$ cat config.mk
export PLATFORM = sky130hd
export DESIGN_NAME = display_reader
export DESIGN_NICKNAME = d
export VERILOG_FILES = /design/src/rtl/display_pkg.sv /design/src/rtl/display_reader.sv
export SDC_FILE = /design/constraint.sdc
export NUM_CORES = 1
export LEC_CHECK = 0
export BUFFER_PORTS_ARGS = -buffer_cell sky130_fd_sc_hd__buf_2
export CAP_MARGIN = 20
export CORE_MARGIN = 1.5
export CORE_UTILIZATION = 50
export DETAILED_ROUTE_END_ITERATION = 8
export GPL_TIMING_DRIVEN = 1
export PLACE_DENSITY_LB_ADDON = 0.05
export SYNTH_ARGS = -nofsm -noshare
export SYNTH_HDL_FRONTEND = slang
export SYNTH_SLANG_ARGS = --single-unit
export TNS_END_PERCENT = 10
$ cat constraint.sdc
create_clock -name CLK -period 3.44 [get_ports CLK]
set_input_delay 0.688 -clock CLK [delete_from_list [all_inputs] [get_ports CLK]]
set_output_delay 0.688 -clock CLK [all_outputs]
set_load 0.05 [all_outputs]
$ cat src/rtl/display_pkg.sv
// display_pkg: state encoding and default geometry shared by the display read path.
package display_pkg;
  typedef enum logic [2:0] {IDLE, ARM, LAT, CAP, SEND, DONE} state_t;
  localparam int DISPLAY_DEPTH = 393;
  localparam int MEM_ADDR_W = 11;
endpackage

$ cat src/rtl/display_reader.sv
// display_reader: walks one frame of result RAM via control_unit pulses and streams each word on valid/ready.
// Define DISPLAY_READER_CHECKSUM_EN to accumulate a 16-bit sum of accepted words on checksum.
module display_reader
  import display_pkg::*;
#(
  parameter int DEPTH  = DISPLAY_DEPTH,
  parameter int ADDR_W = MEM_ADDR_W,
  parameter int DATA_W = 8
) (
  input  logic              CLK,
  input  logic              RESET,
  input  logic              start,
  input  logic [DATA_W-1:0] RDATA,
  output logic              display,
  output logic              addr_increment,
  output logic              clc,
  output logic              out_valid,
  input  logic              out_ready,
  output logic [DATA_W-1:0] out_data,
  output logic              busy,
  output logic              done,
  output logic [15:0]       checksum
);
  state_t r_state, w_next;
  logic [ADDR_W-1:0] r_idx;
  logic [DATA_W-1:0] r_data;
  logic w_last, w_hs;
  always_comb begin
    w_last = r_idx == ADDR_W'(DEPTH - 1);
    w_hs = r_state == SEND && out_ready;
    display = r_state == ARM;
    addr_increment = w_hs && !w_last;
    clc = r_state == DONE;
    done = r_state == DONE;
    out_valid = r_state == SEND;
    busy = r_state != IDLE;
    case (r_state)
      IDLE: w_next = start ? ARM : IDLE;
      ARM: w_next = LAT;
      LAT: w_next = CAP;
      CAP: w_next = SEND;
      SEND: w_next = !out_ready ? SEND : w_last ? DONE : LAT;
      default: w_next = IDLE;
    endcase
  end
  always_ff @(posedge CLK) begin
    if (RESET) begin
      r_state <= IDLE;
      r_idx <= '0;
      r_data <= '0;
    end else begin
      r_state <= w_next;
      r_idx <= display ? '0 : addr_increment ? r_idx + 1'b1 : r_idx;
      r_data <= r_state == CAP ? RDATA : r_data;
    end
  end
  assign out_data = r_data;
`ifdef DISPLAY_READER_CHECKSUM_EN
  logic [15:0] r_sum;
  // r_data is the word being accepted, so the sum trails each handshake by one cycle
  always_ff @(posedge CLK)
    r_sum <= (RESET || display) ? '0 : w_hs ? r_sum + 16'(r_data) : r_sum;
  assign checksum = r_sum;
`else
  assign checksum = '0;
`endif
endmodule

After elaboration in Yosys (flattened, before gate mapping)
Index checks and enable logic that the tools add are counted.
{ "word_totals": {"reg_bits": 22} }
{ "classes": {"add_sub_neg": 1, "n_eq_ne": 6, "mux": 4, "n_reduce_logical": 6} }
{ "ops": {"columns": ["operator", "n"], "rows": [
  ["$pmux 3 s5", 1],
  ["$add 11x1->11 const B", 1],
  ["$eq 11x9->1 const B", 1],
  ["$eq 3x2->1 const B", 2],
  ["$eq 3x3->1 const B", 2],
  ["$mux 3", 2],
  ["$eq 3x1->1 const B", 1],
  ["$logic_not 3->1", 1],
  ["$reduce_bool 3->1", 1],
  ["$logic_and 1x1->1", 2],
  ["$reduce_or 2->1", 1],
  ["$logic_not 1->1", 1],
  ["$mux 1", 1]
]} }

Logic depth before layout (Yosys ltp)
Gate-level depths: netlist (run 1).
{ "logic_depth": {"ltp_word": 4, "depth_mapped": 7, "ltp_nobuf": 7} }

Worst setup path after synthesis (run 1)
No wires, ideal clock.
{ "synth_timing": {"path_type": "flip-flop to output port", "from": "register r_state[2]", "to": "output done", "t_arrival_ns": 2.130, "required_ns": 2.752, "path_slack_ns": 0.622, "path_stages_with_launch": 5, "n_path_buf": 2, "path_cell_list": "dfxtp_1 > buf_2 > inv_1 > nor3b_1 > buf_4"} }
{ "synth_via": {"elab_chain_len": 1} }
{ "synth_lines": {"columns": ["element", "line", "text"], "rows": [
  ["start: declaration", "display_reader.sv:24", "state_t r_state, w_next;"],
  ["start signal: assignment", "display_reader.sv:52", "r_state <= w_next;"],
  ["$eq 3x3->1", null, null],
  ["end: declaration", "display_reader.sv:21", "output logic done,"]
]} }
Every way passes these cells.

Final worst setup path (run 1)
{ "layout_timing": {"from": "register r_idx[0]", "to": "output addr_increment"} }
{ "layout_via": {"elab_chain_len": 3} }
{ "layout_lines": {"columns": ["element", "line", "text"], "rows": [
  ["start: declaration", "display_reader.sv:25", "logic [ADDR_W-1:0] r_idx;"],
  ["start signal: assignment", "display_reader.sv:53", "r_idx <= display ? '0 : addr_increment ? r_idx + 1'b1 : r_idx;"],
  ["$eq 11x9->1", "display_reader.sv:29", "w_last = r_idx == ADDR_W'(DEPTH - 1);"],
  ["$logic_not 1->1", "display_reader.sv:32", "addr_increment = w_hs && !w_last;"],
  ["$logic_and 1x1->1", "display_reader.sv:32", null],
  ["end: declaration", "display_reader.sv:15", "output logic addr_increment,"]
]} }
Every way passes these cells.

==> results of run 1 <==
[worst reg2reg max path: stages (launching register included)]
cell and delay [ns]:
dfxtp_1 0.42, inv_1 0.07, ha_1 0.19, nor4b_1 0.16, a31o_4 0.25, or3_1 0.34
a21oi_1 0.15
[path summary, 6_finish.rpt]
path,endpoint,depth (start not counted),start
worst min-delay path,out_data[2]$_SDFFE_PP0P_,2,out_data[2]$_SDFFE_PP0P_
worst max-delay path,addr_increment,6,r_idx[0]$_SDFFE_PP0P_
worst min register to register,out_data[2]$_SDFFE_PP0P_,2,out_data[2]$_SDFFE_PP0P_
worst max register to register,r_idx[7]$_SDFFE_PP0P_,6,r_idx[0]$_SDFFE_PP0P_
[kinds of logic (layout without fill, tap and decap cells)]
kind of cell	after synthesis	in the layout	synth area share, %
AO/OA/AOI/OAI	22	22	11.5
XOR/XNOR	6	6	4.53
adder cells (fa/ha/maj)	2	2	2.15
buffers and inverters	27	34	15.1
flip-flops	22	22	37.9
multiplexers	1	1	0.862
other	1	16	0.323
AND/OR/NAND/NOR	59	59	27.6
[stage by stage]
| stage | instance area, µm² | hold WS [ns] | utilization (%) | std cells |
|---|---|---|---|---|
| final | 1270 | 0.463 | 57.6 | 190 |
| after global routing | 1270 | 0.493 | 57.6 | 190 |
| after CTS | 1270 | 0.467 | 57.6 | 190 |
| after detailed placement | 1220 | 0.448 | 55.2 | 186 |
| after global placement | 1220 | 0.440 | 55.2 | 186 |
| after floorplan | 1220 | 0.454 | - | 155 |
[power by group through the flow]
stage	registers, W	logic, W	clock network (W)
2_1_floorplan	0.000274	0.0000916	0
3_3_place_gp	0.000271	0.0000931	0
3_5_place_dp	0.000271	0.0000938	0
6_report	0.000265	0.0000939	0.000199
4_1_cts	0.000265	0.0000939	0.000207
5_1_grt	0.000266	0.0000992	0.000217
[state kept, by name, summed over array words and instances, names as in the netlist]
signal	flops
out_data	8
r_state	3
r_idx	11
[routing by layer]
layer | up-vias | GRT usage, %
met5 | - | 0
li1 | 486 | -
met3 | 4 | 2.92
met4 | 0 | 10.4
met2 | 25 | 29.4
met1 | 429 | 23.8
[area by class of cell]
cell class | instances | area share, %
Clock inverter | 1 | 2.36
Inverter | 5 | 1.47
Timing Repair Buffer | 25 | 9.82
Sequential cell | 22 | 34.6
Tap cell | 28 | 2.75
Multi-Input combinational cell | 106 | 47.2
Clock buffer | 3 | 1.77
[placed cells by master, fill, tap and decap left out, types with 2 or more instances in the layout]
master	synthesis	routed
a21oi_1	13	13
and2_1	2	2
buf_2	2	25
clkbuf_4	0	3
conb_1	1	16
dfxtp_1	22	22
ha_1	2	2
inv_1	4	4
nand2_1	20	20
nand3_1	6	6
nand4_1	2	2
nor2_1	11	11
nor3b_1	2	2
nor4b_1	2	2
o21ai_0	4	4
or2_2	3	3
or3_1	5	5
xnor2_1	3	3
xor2_1	3	3
==> reports/metrics.csv, run 1 <==
stage,metric,value,unit
outcome,status,finished clean,
pwr,Net Sw Power,0.000162,W
worst_setup_path,Critical Path Fanout Max,5,
logic_synthesis,Ys Warns,0,
logic_synthesis,top-area cell type share of the netlist area,37.9,%
cts,sinks on the clock net,22,
placed_design,pre-CTS setup slack,1.17,ns
pwr,cell area power density,438,nW/µm²
logic_synthesis,Synth area leader,dfxtp_1,
cells_and_area,n_diodes,0,
die,Row Count,17,
pwr,Pwr Total,0.000558,W
routing,drt pass-1 iters,4,
worst_setup_path,Worst Setup End Kind,primary output,
timing,slew of the pin with the lowest slew margin,0.566,ns
worst_setup_path,CP max stage cell,nor4b_1,
die,Initial Util,52.5,%
logic_synthesis,Post-synth EDFFs,0,
worst_setup_path,biggest cell delay along the critical path,0.42,ns
timing,Slew Limit Fails,0,
pwr,Clk network pwr share,35.7,%
grt,total grt overflow,0,
pwr,Flop pwr share,47.5,%
timing,Final WS setup,0.918,ns
cells_and_area,area grow syn2layout,9.70,%
worst_setup_path,Worst Path Required,2.75,ns
routing,M1 WL,1.03,mm
worst_setup_path,reg2reg setup slack,1.80,ns
pwr,internal cell power,0.000396,W
cts,Clock Tree Buf Depth,2,
logic_synthesis,"Distinct cells, synth",34,
routing,First DRT Iteration DRCs,19,
grt,vias in the first global route,857,
timing,fin crit period,2.52,ns
grt,GRT Total Usage,18.5,%
die,Die Ht,51.2,µm
pwr,peak supply drop,207,µV
worst_setup_path,Crit Path Class,reg -> out,
cts,post-CTS sizing,0,
logic_synthesis,mapped cell area,1160,µm²
cells_and_area,Layout Nets,177,
timing,RSZ-0062 raised after global routing,false,
logic_synthesis,#FFs+latches synth,22,
pwr,Sw Share,29.0,%
cts,Root Buffer,clkbuf_4,
worst_setup_path,buffers plus inverters on the worst setup path,3,
grt,initial antenna violation count,0,
timing,fmax,0.397,GHz
cts,Clock Pin Slew Worst Setup and Hold Paths,0.13,ns
placed_design,Port Buffers,25,
cells_and_area,fill count,229,
logic_synthesis,most frequent cell after synthesis,dfxtp_1,
routing,max layer used,met4,
routing,DR WL met2,1.03,mm
logic_synthesis,Syn Area/Cell,8.29,µm²
cts,Num CTS Buffers,3,
routing,vias after detailed routing,944,
logic_synthesis,Post-synth top cells,"dfxtp_1, nand2_1, buf_4",
logic_synthesis,post-synthesis instance total,140,
die,die area,2620,µm²
cells_and_area,multi-input logic area,602,µm²
timing,final worst path period share,73.3,%
placed_design,DPL Wire Length,1.60,mm
worst_setup_path,Worst path top cell family by delay,simple AND/OR/NAND/NOR gates,
worst_setup_path,CP Launch Type,flip-flop,
flow_run,Max Cap Viol,0,
routing,post-route ant nets,0,
timing,Hold Fails Final Rpt,0,
timing,setup TNS,0,ns
min_path,HP Class,reg -> reg,
grt,largest net degree at the start of global routing,14,
timing,Final setup viols,0,
cts,CTS tree,done,
die,Top Ports,42,
routing,met3 wire length,80,µm
grt,first-pass GRT wire length,3.68,mm
logic_synthesis,largest cells by area after synthesis,"dfxtp_1, buf_4, nand2_1",
logic_synthesis,Most used DFF post-synth,dfxtp_1,
cts,# Post-CTS Setup Buffers,0,
die,Placeable Area,2210,µm²
cells_and_area,register area,440,µm²
routing,total wire length,2.17,mm
pwr,static leakage,0.526,nW
placed_design,gp weighted congestion,0.821,
die,Die X,51.2,µm
cells_and_area,share of cells above drive strength 1,21.6,%
cts,hold_buf cts,0,
worst_setup_path,CP cell instances,"inv_1, ha_1, nor4b_1, a31o_4, inv_2, buf_2",
cts,Skew-Pair Late Insertion Delay,0.31,ns
timing,worst relative slew slack,62.1,%
routing,drt wl/cell,11.4,µm
pwr,Gate power share,16.8,%
logic_synthesis,Post-synth ARST share,0,%
logic_synthesis,sequential share of the synthesized area,37.9,%
routing,vias per cell,4.97,
timing,Final Skew,0.00192,ns
routing,DRC viols,0,
cts,CTS H-tree lvls,1,
worst_setup_path,Worst EP arrival,1.83,ns
Note: power is estimated with default switching activity, not from simulation.
==> inputs of run 2 (changes only) <==
--- a/config.mk
+++ b/config.mk
@@ -5,6 +5,7 @@
 export SDC_FILE = /design/constraint.sdc
 export NUM_CORES = 1
 export LEC_CHECK = 0
+export ABC_AREA = 1
 export BUFFER_PORTS_ARGS = -buffer_cell sky130_fd_sc_hd__buf_2
 export CAP_MARGIN = 20
 export CORE_MARGIN = 1.5
==> constraint.sdc (replaced) <==
create_clock -name CLK -period 2.4 [get_ports CLK]
set_input_delay 0.48 -clock CLK [delete_from_list [all_inputs] [get_ports CLK]]
set_output_delay 0.48 -clock CLK [all_outputs]
set_load 0.05 [all_outputs]
==> reports/metrics.csv, run 2 <==
stage,metric,value,unit,change
timing,final worst path period share,90.3,%,
worst_setup_path,r2r startpoint,r_idx[0]$_SDFFE_PP0P_,,unchanged
cells_and_area,most frequent cells in the layout,"nand2_1, nor2_1, buf_2",,"was buf_2, dfxtp_1, nand2_1"
pwr,cell area power density,568,nW/µm²,was 438 nW/µm²
routing,post-route ant nets,0,,unchanged
logic_synthesis,Post-synth top cells,"nand2_1, nor2_1, dfxtp_1, inv_1, buf_4",,"was dfxtp_1, nand2_1, buf_4"
cts,hold_buf cts,0,,unchanged
cells_and_area,max reg flops,11,,unchanged
routing,vias per cell,4.77,,was 4.97
worst_setup_path,biggest cell delay along the critical path,0.43,ns,was 0.42 ns
cts,CTS tree,done,,unchanged
pwr,peak supply drop,467,µV,was 207 µV
routing,First DRT Iteration DRCs,47,,was 19
timing,fmax,0.461,GHz,
logic_synthesis,top-area cell type share of the netlist area,33.6,%,was 37.9%
logic_synthesis,mapped cell area,1310,µm²,was 1160 µm²
placed_design,gp weighted congestion,0.904,,was 0.821
logic_synthesis,Ys Warns,0,,unchanged
timing,hold_ws,0.347,ns,was 0.463 ns
timing,Final setup viols,0,,unchanged
cts,Num CTS Buffers,3,,unchanged
cells_and_area,"commonest non-fill, non-tap cell in the layout",nand2_1,,was buf_2
die,Top Ports,42,,unchanged
cells_and_area,share of cells above drive strength 1,17.9,%,was 21.6%
die,Placeable Area,2480,µm²,was 2210 µm²
worst_setup_path,CP max stage cell,dfxtp_1,,was nor4b_1
cells_and_area,Layout Nets,233,,was 177
cells_and_area,n_diodes,0,,unchanged
routing,DRC viols,0,,unchanged
grt,largest net degree at the start of global routing,14,,unchanged
cells_and_area,fin area,1440,µm²,was 1270 µm²
cts,Skew-Pair Late Insertion Delay,0.31,ns,about the same
logic_synthesis,"Distinct cells, synth",23,,was 34
logic_synthesis,sequential share of the synthesized area,33.6,%,was 37.9%
worst_setup_path,Critical Path Fanout Max,7,,was 5
logic_synthesis,Post-synth EDFFs,0,,unchanged
die,die area,2940,µm²,was 2620 µm²
timing,Final WS setup,0.233,ns,was 0.918 ns
cts,post-CTS sizing,0,,unchanged
logic_synthesis,#FFs+latches synth,22,,unchanged
routing,vias after detailed routing,1182,,was 944
outcome,status,finished clean,,unchanged
die,Die X,54.2,µm,was 51.2 µm
worst_setup_path,Worst EP arrival,1.69,ns,was 1.83 ns
placed_design,pre-CTS setup slack,0.509,ns,was 1.17 ns
worst_setup_path,Worst Path Required,1.92,ns,was 2.75 ns
cts,sinks on the clock net,22,,unchanged
grt,total grt overflow,0,,unchanged
logic_synthesis,largest cells by area after synthesis,"dfxtp_1, nand2_1, buf_4",,"was dfxtp_1, buf_4, nand2_1"
placed_design,DPL Wire Length,1.93,mm,was 1.60 mm
min_path,HP Class,in -> reg,,was reg -> reg
worst_setup_path,Worst path top cell family by delay,flip-flops,,was simple AND/OR/NAND/NOR gates
timing,setup TNS,0,ns,unchanged
worst_setup_path,CP startpoint,r_idx[0]$_SDFFE_PP0P_,,unchanged
placed_design,Placement Cell Area,1380,µm²,was 1220 µm²
logic_synthesis,Synth area leader,dfxtp_1,,unchanged
timing,fin crit period,2.17,ns,
die,Row Count,18,,was 17
worst_setup_path,CP cell instances,"inv_1, ha_1, nand4_1, nor2_1, nor2_4, buf_2",,"was inv_1, ha_1, nor4b_1, a31o_4, inv_2, buf_2"
logic_synthesis,Most used DFF post-synth,dfxtp_1,,unchanged
timing,Slew Limit Fails,0,,unchanged
cts,Clock Pin Slew Worst Setup and Hold Paths,0.13,ns,about the same
timing,Hold Fails Final Rpt,0,,unchanged
routing,drt pass-1 iters,4,,unchanged
min_path,Worst Hold Launch,RESET,,was out_data[2]$_SDFFE_PP0P_
cts,# Post-CTS Setup Buffers,0,,unchanged
cts,Root Buffer,clkbuf_4,,unchanged
grt,first-pass GRT wire length,3.86,mm,was 3.68 mm
worst_setup_path,Crit Path Class,reg -> out,,unchanged
logic_synthesis,Post-synth ARST share,0,%,unchanged
die,Die Ht,54.2,µm,was 51.2 µm
flow_run,Max Cap Viol,0,,unchanged
timing,Final Skew,0.00734,ns,was 0.00192 ns
logic_synthesis,post-synthesis instance total,193,,was 140
cells_and_area,Largest Register,r_idx,,unchanged
routing,drt wl/cell,10.0,µm,was 11.4 µm
cells_and_area,area grow syn2layout,9.44,%,was 9.70%
logic_synthesis,Syn Area/Cell,6.80,µm²,was 8.29 µm²
cts,CTS H-tree lvls,1,,unchanged
routing,total wire length,2.48,mm,was 2.17 mm
cts,Clock Tree Buf Depth,2,,unchanged
worst_setup_path,CP Launch Type,flip-flop,,unchanged
placed_design,Port Buffers,25,,unchanged
worst_setup_path,buffers plus inverters on the worst setup path,2,,was 3
worst_setup_path,Worst Setup End Kind,primary output,,unchanged
grt,GRT Total Usage,17.6,%,was 18.5%
pwr,static leakage,0.644,nW,was 0.526 nW
grt,vias in the first global route,900,,was 857
grt,initial antenna violation count,0,,unchanged
logic_synthesis,most frequent cell after synthesis,nand2_1,,was dfxtp_1
die,Initial Util,53.0,%,was 52.5%
timing,RSZ-0062 raised after global routing,false,,unchanged
==> run 2: cell count changes in the layout (fill, tap and decap cells not counted), sizes merged, moves of 3 or more <==
cell,change
nor2,+25
or3,-5
or2,-3
xnor2,-3
nand2,+19
nand3,+9
o21ai,+7
nand4,+3
inv,+19
==> run 2: power breakdown <==
part	total [W]	internal (W)	switching, W
clock network	0.000288	0.000169	0.000119
logic	0.000148	0.0000249	0.000123
registers	0.000380	0.000374	0.00000640
total	0.000816	0.000568	0.000248
==> run 2: area by class of cell <==
type	instances	area (µm²)
clock buffers	3	22.5
clock inverters	1	30.0
fillers	268	1040
inverters	24	90.1
multi-input cells	143	691
flip-flops and latches	22	440
well taps	30	37.5
repair buffers	25	125
==> run 2: per-stage QoR <==
step | cells | power (W) | utilization, %
floorplan | 208 | 0.000531 | -
global placement | 244 | 0.000535 | 55.9
detailed placement | 244 | 0.000536 | 55.9
CTS | 248 | 0.000822 | 58.0
global route | 248 | 0.000846 | 58.0
finish | 248 | 0.000816 | 58.0
==> run 2: worst register-to-register path, delay by kind of cell, from the launching register on <==
kind / cells / cell delay [ns]
flops: 1 / 0.43
simple gates: 5 / 0.42
fa+ha+maj: 1 / 0.23
compound gates: 1 / 0.19
buf+inv: 1 / 0.10
==> run 2: cell families after synthesis <==
| logic type | count (synthesis) | synth area share, % |
|---|---|---|
| AO/OA/AOI/OAI | 23 | 8.87 |
| XOR/XNOR | 5 | 3.34 |
| adder cells (fa/ha/maj) | 2 | 1.91 |
| buffers and inverters | 43 | 18.1 |
| flip-flops | 22 | 33.6 |
| other | 1 | 0.286 |
| AND/OR/NAND/NOR | 97 | 33.9 |
==> run 2: routing by layer <==
| metal | vias to the layer above | track usage (%) | wire (µm) |
|---|---|---|---|
| li1 | 630 | - | - |
| met1 | 503 | 26.1 | 1220 |
| met2 | 47 | 27.1 | 1070 |
| met3 | 2 | 3.28 | 184 |
| met4 | 0 | 2.50 | 12 |
| met5 | - | 0 | 0 |
==> run 2: final timing paths <==
path,slack [ns],to,cells after the start
hold / removal,0.35,r_state[2]$_SDFF_PP0_,2
hold reg to reg,0.49,out_data[6]$_SDFFE_PP0P_,2
setup / recovery,0.23,addr_increment,6
setup reg to reg,0.96,r_idx[1]$_SDFFE_PP0P_,8
==> inputs of run 3 (changes only) <==
--- a/config.mk
+++ b/config.mk
@@ -13,6 +13,7 @@
 export DETAILED_ROUTE_END_ITERATION = 8
 export GPL_TIMING_DRIVEN = 1
 export PLACE_DENSITY_LB_ADDON = 0.05
+export RECOVER_POWER = 50
 export SYNTH_ARGS = -nofsm -noshare
 export SYNTH_HDL_FRONTEND = slang
 export SYNTH_SLANG_ARGS = --single-unit
==> reports/metrics.csv, run 3 (synthesized netlist as in run 2, its figures left out) <==
stage,metric,value,unit,change
cells_and_area,final core utilization,57.3,%,was 58.0%
flow_run,Max Cap Viol,0,,unchanged
timing,RSZ-0062 raised after global routing,false,,unchanged
cts,CTS tree,done,,unchanged
cts,CTS H-tree lvls,1,,unchanged
worst_setup_path,CP Launch Type,flip-flop,,unchanged
cts,Clock Pin Slew Worst Setup and Hold Paths,0.14,ns,was 0.13 ns
cts,# Post-CTS Setup Buffers,0,,unchanged
cells_and_area,Largest Register,r_idx,,unchanged
cts,Clock Tree Buf Depth,2,,unchanged
worst_setup_path,Worst Reg-to-Reg Cells,8,,unchanged
pwr,Clk network pwr share,35.3,%,about the same
die,Row Count,18,,unchanged
outcome,status,finished clean,,unchanged
pwr,Flop pwr share,46.8,%,was 46.6%
cells_and_area,share of cells above drive strength 1,13.8,%,was 17.9%
routing,vias after detailed routing,1181,,was 1182
cells_and_area,"commonest non-fill, non-tap cell in the layout",nand2_1,,unchanged
worst_setup_path,Worst EP arrival,1.68,ns,was 1.69 ns
routing,drt wl/cell,10.1,µm,was 10.0 µm
cells_and_area,Layout Nets,233,,unchanged
cts,Root Buffer,clkbuf_4,,unchanged
cts,hold_buf cts,0,,unchanged
die,Top Ports,42,,unchanged
timing,fmax,0.462,GHz,was 0.461 GHz
pwr,Gate power share,17.9,%,was 18.1%
min_path,HP Class,in -> reg,,unchanged
pwr,static leakage,0.608,nW,was 0.644 nW
die,Placeable Area,2480,µm²,unchanged
routing,DRC viols,0,,unchanged
pwr,Net Sw Power,0.000248,W,about the same
pwr,cell area power density,574,nW/µm²,was 568 nW/µm²
placed_design,DPL Wire Length,1.93,mm,unchanged
timing,worst relative slew slack,60.4,%,
die,Initial Util,53.0,%,unchanged
grt,GRT Total Usage,17.6,%,unchanged
placed_design,Port Buffers,25,,unchanged
cells_and_area,area grow syn2layout,8.10,%,was 9.44%
cts,Skew-Pair Late Insertion Delay,0.31,ns,about the same
placed_design,gp weighted congestion,0.904,,unchanged
grt,largest net degree at the start of global routing,14,,unchanged
worst_setup_path,Crit Path Class,reg -> out,,unchanged
min_path,Min-Delay Endpoint,r_state[2]$_SDFF_PP0_,,unchanged
min_path,Worst Hold Launch,RESET,,unchanged
timing,Slew Limit Fails,0,,unchanged
worst_setup_path,Critical Path Fanout Max,7,,unchanged
cts,sinks on the clock net,22,,unchanged
cells_and_area,n_diodes,0,,unchanged
pwr,Pwr Total,0.000814,W,was 0.000816 W
die,Die Ht,54.2,µm,unchanged
min_path,Hold Crit Depth,2,,unchanged
pwr,Sw Share,30.4,%,about the same
worst_setup_path,r2r startpoint,r_idx[0]$_SDFFE_PP0P_,,unchanged
cells_and_area,max reg flops,11,,unchanged
worst_setup_path,Worst R2R End,r_idx[1]$_SDFFE_PP0P_,,unchanged
routing,total wire length,2.51,mm,was 2.48 mm
timing,Final Skew,0.0118,ns,was 0.00734 ns
worst_setup_path,Worst Setup End Kind,primary output,,unchanged
die,Die X,54.2,µm,unchanged
worst_setup_path,reg2reg setup slack,0.77,ns,was 0.96 ns
timing,slew of the pin with the lowest slew margin,0.596,ns,
routing,vias per cell,4.76,,was 4.77
timing,setup TNS,0,ns,unchanged
cells_and_area,most frequent cells in the layout,"nand2_1, nor2_1, inv_1, dfxtp_1, buf_2",,"was nand2_1, nor2_1, buf_2"
worst_setup_path,Worst Path Required,1.92,ns,about the same
timing,fin crit period,2.16,ns,was 2.17 ns
pwr,internal cell power,0.000566,W,was 0.000568 W
timing,Hold Fails Final Rpt,0,,unchanged
timing,final worst path period share,90.1,%,was 90.3%
timing,Final setup viols,0,,unchanged
grt,vias in the first global route,900,,unchanged
cts,post-CTS sizing,0,,unchanged
routing,First DRT Iteration DRCs,50,,was 47
grt,first-pass GRT wire length,3.86,mm,unchanged
cts,Num CTS Buffers,3,,unchanged
die,die area,2940,µm²,unchanged
grt,initial antenna violation count,0,,unchanged
routing,post-route ant nets,0,,unchanged
pwr,peak supply drop,469,µV,was 467 µV
grt,total grt overflow,0,,unchanged
routing,drt pass-1 iters,4,,unchanged
-- run 3: cell count changes in the layout (fill, tap and decap cells not counted) --
cell	delta
buf_2	-8
nand2_1	+1
nand2_4	-1
clkbuf_1	+8
-- run 3: layout make-up --
class / instances / area [µm²]
tap: 30 / 37.5
fill: 277 / 1060
multi-input combinational: 143 / 683
clock buffer: 3 / 22.5
sequential: 22 / 440
timing repair buffer: 25 / 115
inverter: 24 / 90.1
clock inverter: 1 / 30.0
-- run 3: power by group through the flow --
| stage | clock, W | sequential [W] | combinational [W] |
|---|---|---|---|
| final | 0.000287 | 0.000381 | 0.000146 |
| after global placement | 0 | 0.000388 | 0.000146 |
| after detailed placement | 0 | 0.000389 | 0.000148 |
| after CTS | 0.000294 | 0.000381 | 0.000148 |
| after floorplan | 0 | 0.000405 | 0.000125 |
| after global routing | 0.000305 | 0.000382 | 0.000157 |
-- run 3: metrics by stage --
step	setup WS, ns	cells	hold WS [ns]	area, µm²
after floorplan	0.00566	208	0.469	1370
after global placement	0.537	244	0.459	1380
after detailed placement	0.509	244	0.469	1380
after CTS	0.217	248	0.340	1440
after global routing	0.0896	248	0.348	1420
final	0.237	248	0.345	1420
-- run 3: worst max-delay path, stage by stage, from the launching register on --
cell and delay, ns:
dfxtp_1 0.42, inv_1 0.10, ha_1 0.23, nand4_1 0.09, nor2_1 0.09, nor2_4 0.16, buf_2 0.29
-- run 3: metal layers --
| layer | up-vias | part of all wire (%) | track usage (%) |
|---|---|---|---|
| met2 | 39 | 43 | 27.1 |
| met1 | 514 | 50 | 26.1 |
| li1 | 626 | - | - |
| met5 | - | 0 | 0 |
| met3 | 2 | 6.4 | 3.28 |
| met4 | 0 | 0.48 | 2.50 |
-- run 3: worst max path at each step --
stage                                     start              to  depth (start not counted)
after floorplan           r_state[2]$_SDFF_PP0_            done                          3
after global placement                out_ready  addr_increment                          6
after detailed placement              out_ready  addr_increment                          6
after CTS                 r_idx[0]$_SDFFE_PP0P_  addr_increment                          6
after global routing      r_idx[0]$_SDFFE_PP0P_  addr_increment                          6
final                     r_idx[0]$_SDFFE_PP0P_  addr_increment                          6
